File: src/rtl/program_memory_arbiter_pkg.sv
// pmem_arb_pkg: shared types and constants for program_memory_arbiter.
package pmem_arb_pkg;
  localparam int NUM_REQ = 2;
  typedef logic [$clog2(NUM_REQ)-1:0] req_id_t;
  typedef enum logic {WAIT_READY, ACTIVE} state_t;
  typedef struct packed {
    logic    valid;
    req_id_t id;
  } tag_t;
endpackage

File: src/rtl/program_memory_arbiter_if.sv
// program_memory_arbiter_if: requester and program-memory bus signals; master = arbiter, slave = environment.
interface program_memory_arbiter_if #(parameter int ADDR_W = 32);
  logic              mem_ready;
  logic [ADDR_W-1:0] req0_addr, req1_addr;
  logic              req0_read_request, req1_read_request;
  logic              req0_grant, req1_grant;
  logic [31:0]       req0_instr, req1_instr;
  logic              req0_data_valid, req1_data_valid;
  logic [ADDR_W-1:0] mem_addr;
  logic              mem_read_request;
  logic [31:0]       mem_instr;
  logic              mem_data_valid;
  logic              protocol_err;
  modport master (
    input  mem_ready, req0_addr, req1_addr, req0_read_request, req1_read_request, mem_instr, mem_data_valid,
    output req0_grant, req1_grant, req0_instr, req1_instr, req0_data_valid, req1_data_valid,
           mem_addr, mem_read_request, protocol_err
  );
  modport slave (
    output mem_ready, req0_addr, req1_addr, req0_read_request, req1_read_request, mem_instr, mem_data_valid,
    input  req0_grant, req1_grant, req0_instr, req1_instr, req0_data_valid, req1_data_valid,
           mem_addr, mem_read_request, protocol_err
  );
endinterface

File: src/rtl/program_memory_arbiter_pipeline.sv
// program_memory_arbiter_pipeline: STAGES-deep register delay line with async reset.
module program_memory_arbiter_pipeline #(
  parameter int WIDTH  = 1,
  parameter int STAGES = 1
) (
  input  logic             clk_in,
  input  logic             rst_in,
  input  logic [WIDTH-1:0] d,
  output logic [WIDTH-1:0] q
);
  logic [WIDTH-1:0] r [STAGES];
  always_ff @(posedge clk_in or posedge rst_in)
    if (rst_in) for (int i = 0; i < STAGES; i++) r[i] <= '0;
    else begin
      r[0] <= d;
      for (int i = 1; i < STAGES; i++) r[i] <= r[i-1];
    end
  assign q = r[STAGES-1];
endmodule

File: src/rtl/program_memory_arbiter.sv
// program_memory_arbiter: two-requester read arbiter for program memory with tagged return routing.
// Define PMEM_ARB_ROUND_ROBIN_EN for round-robin contention; default is fixed priority to requester 0.
module program_memory_arbiter
  import pmem_arb_pkg::*;
#(
  parameter int READ_LATENCY = 2,
  parameter int ADDR_W       = 32
) (
  input logic                     clk_in,
  input logic                     rst_in,
  program_memory_arbiter_if.master bus
);
  state_t             state, state_next;
  logic [NUM_REQ-1:0] grant, elig;
  logic               active, issue, mem_read_request, protocol_err;
  req_id_t            pick, issue_id;
  logic [ADDR_W-1:0]  mem_addr;
  tag_t               tag_in, tag_out;
  always_ff @(posedge clk_in or posedge rst_in)
    if (rst_in) state <= WAIT_READY;
    else state <= state_next;
  always_comb state_next = bus.mem_ready ? ACTIVE : WAIT_READY;
`ifdef PMEM_ARB_ROUND_ROBIN_EN
  req_id_t last;
  always_ff @(posedge clk_in or posedge rst_in)
    if (rst_in) last <= req_id_t'(1);
    else if (issue) last <= pick;
`endif
  // A requester already holding a grant this cycle is masked so its held request is not issued twice.
  always_comb begin
    active = state == ACTIVE;
    elig   = active ? {bus.req1_read_request, bus.req0_read_request} & ~grant : '0;
    issue  = |elig;
`ifdef PMEM_ARB_ROUND_ROBIN_EN
    pick   = &elig ? ~last : elig[1];
`else
    pick   = ~elig[0];
`endif
  end
  always_ff @(posedge clk_in or posedge rst_in)
    if (rst_in) begin
      grant            <= '0;
      mem_read_request <= 1'b0;
      mem_addr         <= '0;
      issue_id         <= '0;
    end else begin
      grant            <= {issue & pick, issue & ~pick};
      mem_read_request <= issue;
      mem_addr         <= issue ? (pick ? bus.req1_addr : bus.req0_addr) : mem_addr;
      issue_id         <= pick;
    end
  assign tag_in = '{valid: mem_read_request, id: issue_id};
  program_memory_arbiter_pipeline #(.WIDTH($bits(tag_t)), .STAGES(READ_LATENCY)) u_tag_pipe (
    .clk_in(clk_in),
    .rst_in(rst_in),
    .d     (tag_in),
    .q     (tag_out)
  );
  always_ff @(posedge clk_in or posedge rst_in)
    if (rst_in) protocol_err <= 1'b0;
    else if (tag_out.valid && !bus.mem_data_valid) protocol_err <= 1'b1;
  assign bus.req0_grant       = grant[0];
  assign bus.req1_grant       = grant[1];
  assign bus.mem_read_request = mem_read_request;
  assign bus.mem_addr         = mem_addr;
  assign bus.req0_instr       = bus.mem_instr;
  assign bus.req1_instr       = bus.mem_instr;
  assign bus.req0_data_valid  = bus.mem_data_valid & tag_out.valid & (tag_out.id == req_id_t'(0));
  assign bus.req1_data_valid  = bus.mem_data_valid & tag_out.valid & (tag_out.id == req_id_t'(1));
  assign bus.protocol_err     = protocol_err;
endmodule

File: src/flat_wrapper.sv
// flat-port wrapper written by rule: the top's interface ports become plain ports
module program_memory_arbiter_flat import pmem_arb_pkg::*;
#(
  parameter int READ_LATENCY = 2,
  parameter int ADDR_W       = 32
)
  (clk_in, rst_in, bus_mem_ready, bus_req0_addr, bus_req1_addr, bus_req0_read_request, bus_req1_read_request, bus_mem_instr, bus_mem_data_valid, bus_req0_grant, bus_req1_grant, bus_req0_instr, bus_req1_instr, bus_req0_data_valid, bus_req1_data_valid, bus_mem_addr, bus_mem_read_request, bus_protocol_err);
  program_memory_arbiter_if #(.ADDR_W(ADDR_W)) bus_i ();
  input logic clk_in;
  input logic rst_in;
  input wire logic [$bits(bus_i.mem_ready)-1:0] bus_mem_ready;
  input wire logic [$bits(bus_i.req0_addr)-1:0] bus_req0_addr;
  input wire logic [$bits(bus_i.req1_addr)-1:0] bus_req1_addr;
  input wire logic [$bits(bus_i.req0_read_request)-1:0] bus_req0_read_request;
  input wire logic [$bits(bus_i.req1_read_request)-1:0] bus_req1_read_request;
  input wire logic [$bits(bus_i.mem_instr)-1:0] bus_mem_instr;
  input wire logic [$bits(bus_i.mem_data_valid)-1:0] bus_mem_data_valid;
  output wire logic [$bits(bus_i.req0_grant)-1:0] bus_req0_grant;
  output wire logic [$bits(bus_i.req1_grant)-1:0] bus_req1_grant;
  output wire logic [$bits(bus_i.req0_instr)-1:0] bus_req0_instr;
  output wire logic [$bits(bus_i.req1_instr)-1:0] bus_req1_instr;
  output wire logic [$bits(bus_i.req0_data_valid)-1:0] bus_req0_data_valid;
  output wire logic [$bits(bus_i.req1_data_valid)-1:0] bus_req1_data_valid;
  output wire logic [$bits(bus_i.mem_addr)-1:0] bus_mem_addr;
  output wire logic [$bits(bus_i.mem_read_request)-1:0] bus_mem_read_request;
  output wire logic [$bits(bus_i.protocol_err)-1:0] bus_protocol_err;
  assign bus_i.mem_ready = bus_mem_ready;
  assign bus_i.req0_addr = bus_req0_addr;
  assign bus_i.req1_addr = bus_req1_addr;
  assign bus_i.req0_read_request = bus_req0_read_request;
  assign bus_i.req1_read_request = bus_req1_read_request;
  assign bus_i.mem_instr = bus_mem_instr;
  assign bus_i.mem_data_valid = bus_mem_data_valid;
  assign bus_req0_grant = bus_i.req0_grant;
  assign bus_req1_grant = bus_i.req1_grant;
  assign bus_req0_instr = bus_i.req0_instr;
  assign bus_req1_instr = bus_i.req1_instr;
  assign bus_req0_data_valid = bus_i.req0_data_valid;
  assign bus_req1_data_valid = bus_i.req1_data_valid;
  assign bus_mem_addr = bus_i.mem_addr;
  assign bus_mem_read_request = bus_i.mem_read_request;
  assign bus_protocol_err = bus_i.protocol_err;
  program_memory_arbiter #(.READ_LATENCY(READ_LATENCY), .ADDR_W(ADDR_W)) u_core (.clk_in(clk_in), .rst_in(rst_in), .bus(bus_i));
endmodule
File: config.mk
export PLATFORM = sky130hd
export DESIGN_NAME = program_memory_arbiter_flat
export DESIGN_NICKNAME = d
export VERILOG_FILES = /design/src/rtl/program_memory_arbiter_pkg.sv /design/src/rtl/program_memory_arbiter_if.sv /design/src/rtl/program_memory_arbiter_pipeline.sv /design/src/rtl/program_memory_arbiter.sv /design/src/flat_wrapper.sv
export SDC_FILE = /design/constraint.sdc
export NUM_CORES = 1
export LEC_CHECK = 0
export BUFFER_PORTS_ARGS = -buffer_cell sky130_fd_sc_hd__buf_2
export CAP_MARGIN = 20
export CORE_MARGIN = 2
export CORE_UTILIZATION = 38
export CTS_CLUSTER_DIAMETER = 120
export CTS_CLUSTER_SIZE = 20
export DETAILED_ROUTE_END_ITERATION = 16
export PLACE_DENSITY_LB_ADDON = 0.12
export SLEW_MARGIN = 20
export SYNTH_ARGS = -nofsm -noshare
export SYNTH_HDL_FRONTEND = slang
export SYNTH_SLANG_ARGS = --single-unit
File: constraint.sdc
create_clock -name clk_in -period 1.41 [get_ports clk_in]
set_input_delay 0.2115 -clock clk_in [delete_from_list [all_inputs] [get_ports clk_in]]
set_output_delay 0.2115 -clock clk_in [all_outputs]
set_load 0.02 [all_outputs]
* Word-level counts from Yosys, hierarchy flattened
Cells that the tools add are included.
** Word-level totals
- Flip-flop bits (word level) :: 42
- Logic and storage cells :: 23
** Cells by class
- Multiplexer cells :: 3
- Bitwise logic cells :: 9
- Reduce and logical (&&, ||, !) cells :: 3
** Operators by type and width (number)
- $mux 32 :: 1
- $and 1x1->1 :: 5
- $and 2x2->2 :: 1
- $mux 2 :: 1
- $not 1->1 :: 2
- $not 2->2 :: 1
- $reduce_or 2->1 :: 1
- $logic_and 1x1->1 :: 1
- $logic_not 1->1 :: 1
- $mux 1 :: 1

* Depth between registers and ports, before layout
- Word-level depth :: 5
- Gate-level depth with buffers :: 4
- Depth with buffers taken out :: 3

* By module
From an unflattened synthesis, not the netlist that was laid out.
** Unflattened totals
- Cell total of the unflattened synthesis :: 196
- Area, all modules :: 2317.2 µm²
** By module, submodules not included
- program_memory_arbiter :: times used 1, cells each 189, area each 2198.4 µm², seq. area each 950.9 µm²
- program_memory_arbiter_pipeline :: times used 1, cells each 7, area each 118.9 µm², seq. area each 100.1 µm²

* Least setup slack after synthesis
Ideal clock, no wire load.
- Path kind :: flip-flop to flip-flop
- Start :: register u_core.grant[1]
- End :: register u_core.mem_addr[12] (netlist: u_core.bus.mem_addr[12])
- Library setup time :: 123 ps
- Arrival :: 1157 ps
- Path slack :: 130 ps
- Cell stages (with the launch flop) :: 5
- Clock period less this slack :: 1280 ps
- Path through :: dfrtp_1 and2b_2 nand3_4 buf_6 o221a_1
** On the way
- Word-level cells in the longest chain between the ends :: 4
** Ends and longest elaborated chain
- start, declared :: line program_memory_arbiter.sv:14 : logic [NUM_REQ-1:0] grant, elig;
- start signal, assigned :: line program_memory_arbiter.sv:47 : grant <= {issue & pick, issue & ~pick};
- $not 2->2 :: line program_memory_arbiter.sv:32 : elig = active ? {bus.req1_read_request, bus.req0_read_request} & ~grant : '0;
- $and 2x2->2 :: line program_memory_arbiter.sv:32
- $mux 2 :: line program_memory_arbiter.sv:32
- $reduce_or 2->1 :: line program_memory_arbiter.sv:33 : issue = |elig;
- end signal, assigned :: line program_memory_arbiter.sv:49 : mem_addr <= issue ? (pick ? bus.req1_addr : bus.req0_addr) : mem_addr;
- end, declared :: line program_memory_arbiter.sv:17 : logic [ADDR_W-1:0] mem_addr;
No other way between the ends.
A chain may end at the register's enable or synchronous reset.

* Worst setup path in the final report
- Start :: register u_core.grant[1]
- End :: register u_core.mem_addr[27] (netlist: u_core.bus.mem_addr[27])
Same word-level chain as after synthesis.

==> impl_metrics.yaml <==
cells_and_area:
  drive_above_1_share_pct: 54.5
  insertedDiodeCount: 0
  stdcell_area_um2: 2640
  fillers: 559
  nNetsFinal: 347
  area_growth_pct: 15.0
  final_util_pct: 44.9
worst_hold_path:
  hold_path_class: "in -> reg"
  hold-path-cell-count: 2
sta:
  setup_violations: 0
  period_share_pct: 95.2
  finClkSkew_ns: 0.00913
  slew_headroom_pct: 85.1
  finalSetupTns_ns: 0
  fmax_mhz: 745
  rsz0062_at_grt: "no"
  fin_ws_ns: 0.0682
  fin_crit_ns: 1.34
  hold_viol: 0
  worstMarginPinSlew_ns: 0.223
  slew_violations: 0
placement:
  place_congestion: 0.705
  placedInstanceArea_um2: 2480
  dp_slack_ns: 0.0647
  port_buffers: 107
  place_hpwl_mm: 3.88
clock_network:
  cts_sinks: 42
  insertion_delay_ns: 0.29
  holdBufCountCts: 1
  cts_setup_buffers: 0
  cts_max_level: 2
  clkTransAtPathRegs_ns: 0.08
  clockBufferDepth: 2
  cts_tree: "done"
  cts_buffers: 5
  ctsResizeCount: 0
  root_buffer: "clkbuf_8"
status:
  outcome: "finished clean"
yosys:
  ys_top_cells_by_count: "65 x buf_4, 42 x dfrtp_1, 32 x nand2b_1"
  synth_cells: 193
  synth_edf_count: 0
  ys_seq_elements: 42
  syn-num-nets: 295
  yosys.cell_count.top_type: "buf_4"
  yosysSeqAreaShare_pct: 45.7
  synth_top_cell_by_area: "dfrtp_1"
  synth_top_area_share_pct: 45.7
  ys_types: 17
  avgSynthCellArea_um2: 11.9
  ys.warnings.count: 0
  synth_ff_type: "dfrtp_1"
  synth_area_leaders: "dfrtp_1 46%, buf_4 21%, o221a_1 14%"
  syn_area_um2: 2300
  async_flop_share_pct: 100
worst_setup_path:
  worstSetupPathType: "reg -> reg"
  r2r_cells: 4
  reg2reg_slack_ns: 0.07
  path_depth: 4
  required_ns: 1.58
  crit_fanout: 10
  crit_family: "flip-flops"
  start_kind: "flip-flop"
  crit_start: "u_core.grant[1]"
  worstSetupEndpoint: "u_core.bus.mem_addr[27]"
  cp-end-kind: "flip-flop"
  r2r_end: "u_core.bus.mem_addr[27]"
  cp_slowest_stage_delay_ns: 0.39
  r2r_start: "u_core.grant[1]"
  slowest_stage: "dfrtp_1"
  arrival_ns: 1.51
  worstPathBufferInverterCount: 1
  path_cells: "and2b_2 > nand3_4 > buf_4 > o221a_1"
grt:
  track_usage_pct: 15.2
  antenna_found_initial: 0
  grt-ovfl-total: 0
  first_global_vias: 1550
  grt_pass1_wl_mm: 7.63
  grt_max_degree: 43
floorplan:
  die_w_um: 81.8
  coreArea_um2: 5890
  rows: 28
  boundaryPins: 204
  start_util_pct: 39.1
  die-height_um: 81.8
  die_area_um2: 6690
flow_run:
  cap_violations: 0
route:
  post_drt_wl_per_cell_um: 16.0
  drc: 0
  drt-total-wl_mm: 5.12
  antenna_left: 0
  drt-initial-drc-count: 47
  vias_per_cell: 4.80
  vias: 1541
  first_pass_iters: 4
pwr:
  cellPowerDensity_nw_per_um2: 1290
  peakVddDrop_mv: 0.504
  power_leakage_nw: 1.21
[area by class of cell]
| type | count | area [um2] | area share, % |
|---|---|---|---|
| Clock buffer | 6 | 82.6 | 3.13 |
| Clock inverter | 2 | 60.1 | 2.27 |
| Inverter | 4 | 15.0 | 0.568 |
| Multi-Input combinational cell | 74 | 667 | 25.2 |
| Sequential cell | 42 | 1050 | 39.8 |
| Tap cell | 75 | 93.8 | 3.55 |
| Timing Repair Buffer | 118 | 673 | 25.5 |
[cells by family (layout without fill, tap and decap cells)]
family                 count (synthesis)  after routing  synth area share (%)
AO/OA/AOI/OAI                         34             34                  16.8
flip-flops                            42             42                  45.7
buffers and inverters                 77            130                  25.3
AND/OR/NAND/NOR                       40             40                  12.2
[worst min-delay path by stage]
stage / to / start
floorplan: u_core.active / bus_mem_ready
global placement: u_core.bus.protocol_err / rst_in
detailed placement: u_core.bus.protocol_err / rst_in
CTS: u_core.active / bus_mem_ready
global route: u_core.bus.mem_addr[6] / bus_req1_addr[6]
finish: u_core.bus.mem_addr[21] / bus_req1_addr[21]
[cells in the final DEF, fill, tap and decap left out, drive strengths merged]
| master | instances |
|---|---|
| nand3 | 1 |
| nand2 | 1 |
| and2b | 1 |
| a21boi | 1 |
| a21o | 1 |
| nand2b | 34 |
| bufinv | 2 |
| nor2 | 1 |
| clkbuf | 6 |
| o221a | 32 |
| buf | 116 |
| and3 | 1 |
| and3b | 1 |
| dfrtp | 42 |
| dlygate4sd3 | 2 |
| inv | 4 |
[where the power goes]
group / switching, W / internal, W / total (W)
logic: 0.000416 / 0.000374 / 0.000789
clock network: 0.000413 / 0.000755 / 0.00117
registers: 0.0000885 / 0.00136 / 0.00145
total: 0.000917 / 0.00249 / 0.00341
[flip-flops by register name, indices dropped and copies added, names as in the netlist]
| signal | cells |
|---|---|
| u_core.active | 1 |
| u_core.bus.mem_addr | 32 |
| u_core.bus.mem_read_request | 1 |
| u_core.bus.protocol_err | 1 |
| u_core.grant | 2 |
| u_core.issue_id | 1 |
| u_core.u_tag_pipe.q | 2 |
| u_core.u_tag_pipe.r | 2 |
[layer usage]
metal  vias to the layer above  part of all wire (%)  GRT usage, %
met1                       695                    38          17.5
met4                         0                   4.3          8.50
met2                       100                    48          24.1
met3                        34                    10          6.04
met5                         -                     0             0
li1                        712                     -             -
[through the flow]
step	power, W	cells	hold slack [ns]
3_5_place_dp	0.00228	311	0.262
3_3_place_gp	0.00227	311	0.263
4_1_cts	0.00346	320	0.0137
6_report	0.00341	321	0.177
5_1_grt	0.00358	321	0.166
2_1_floorplan	0.00221	193	0.243
No activity file was read; power rests on OpenSTA's default activity.
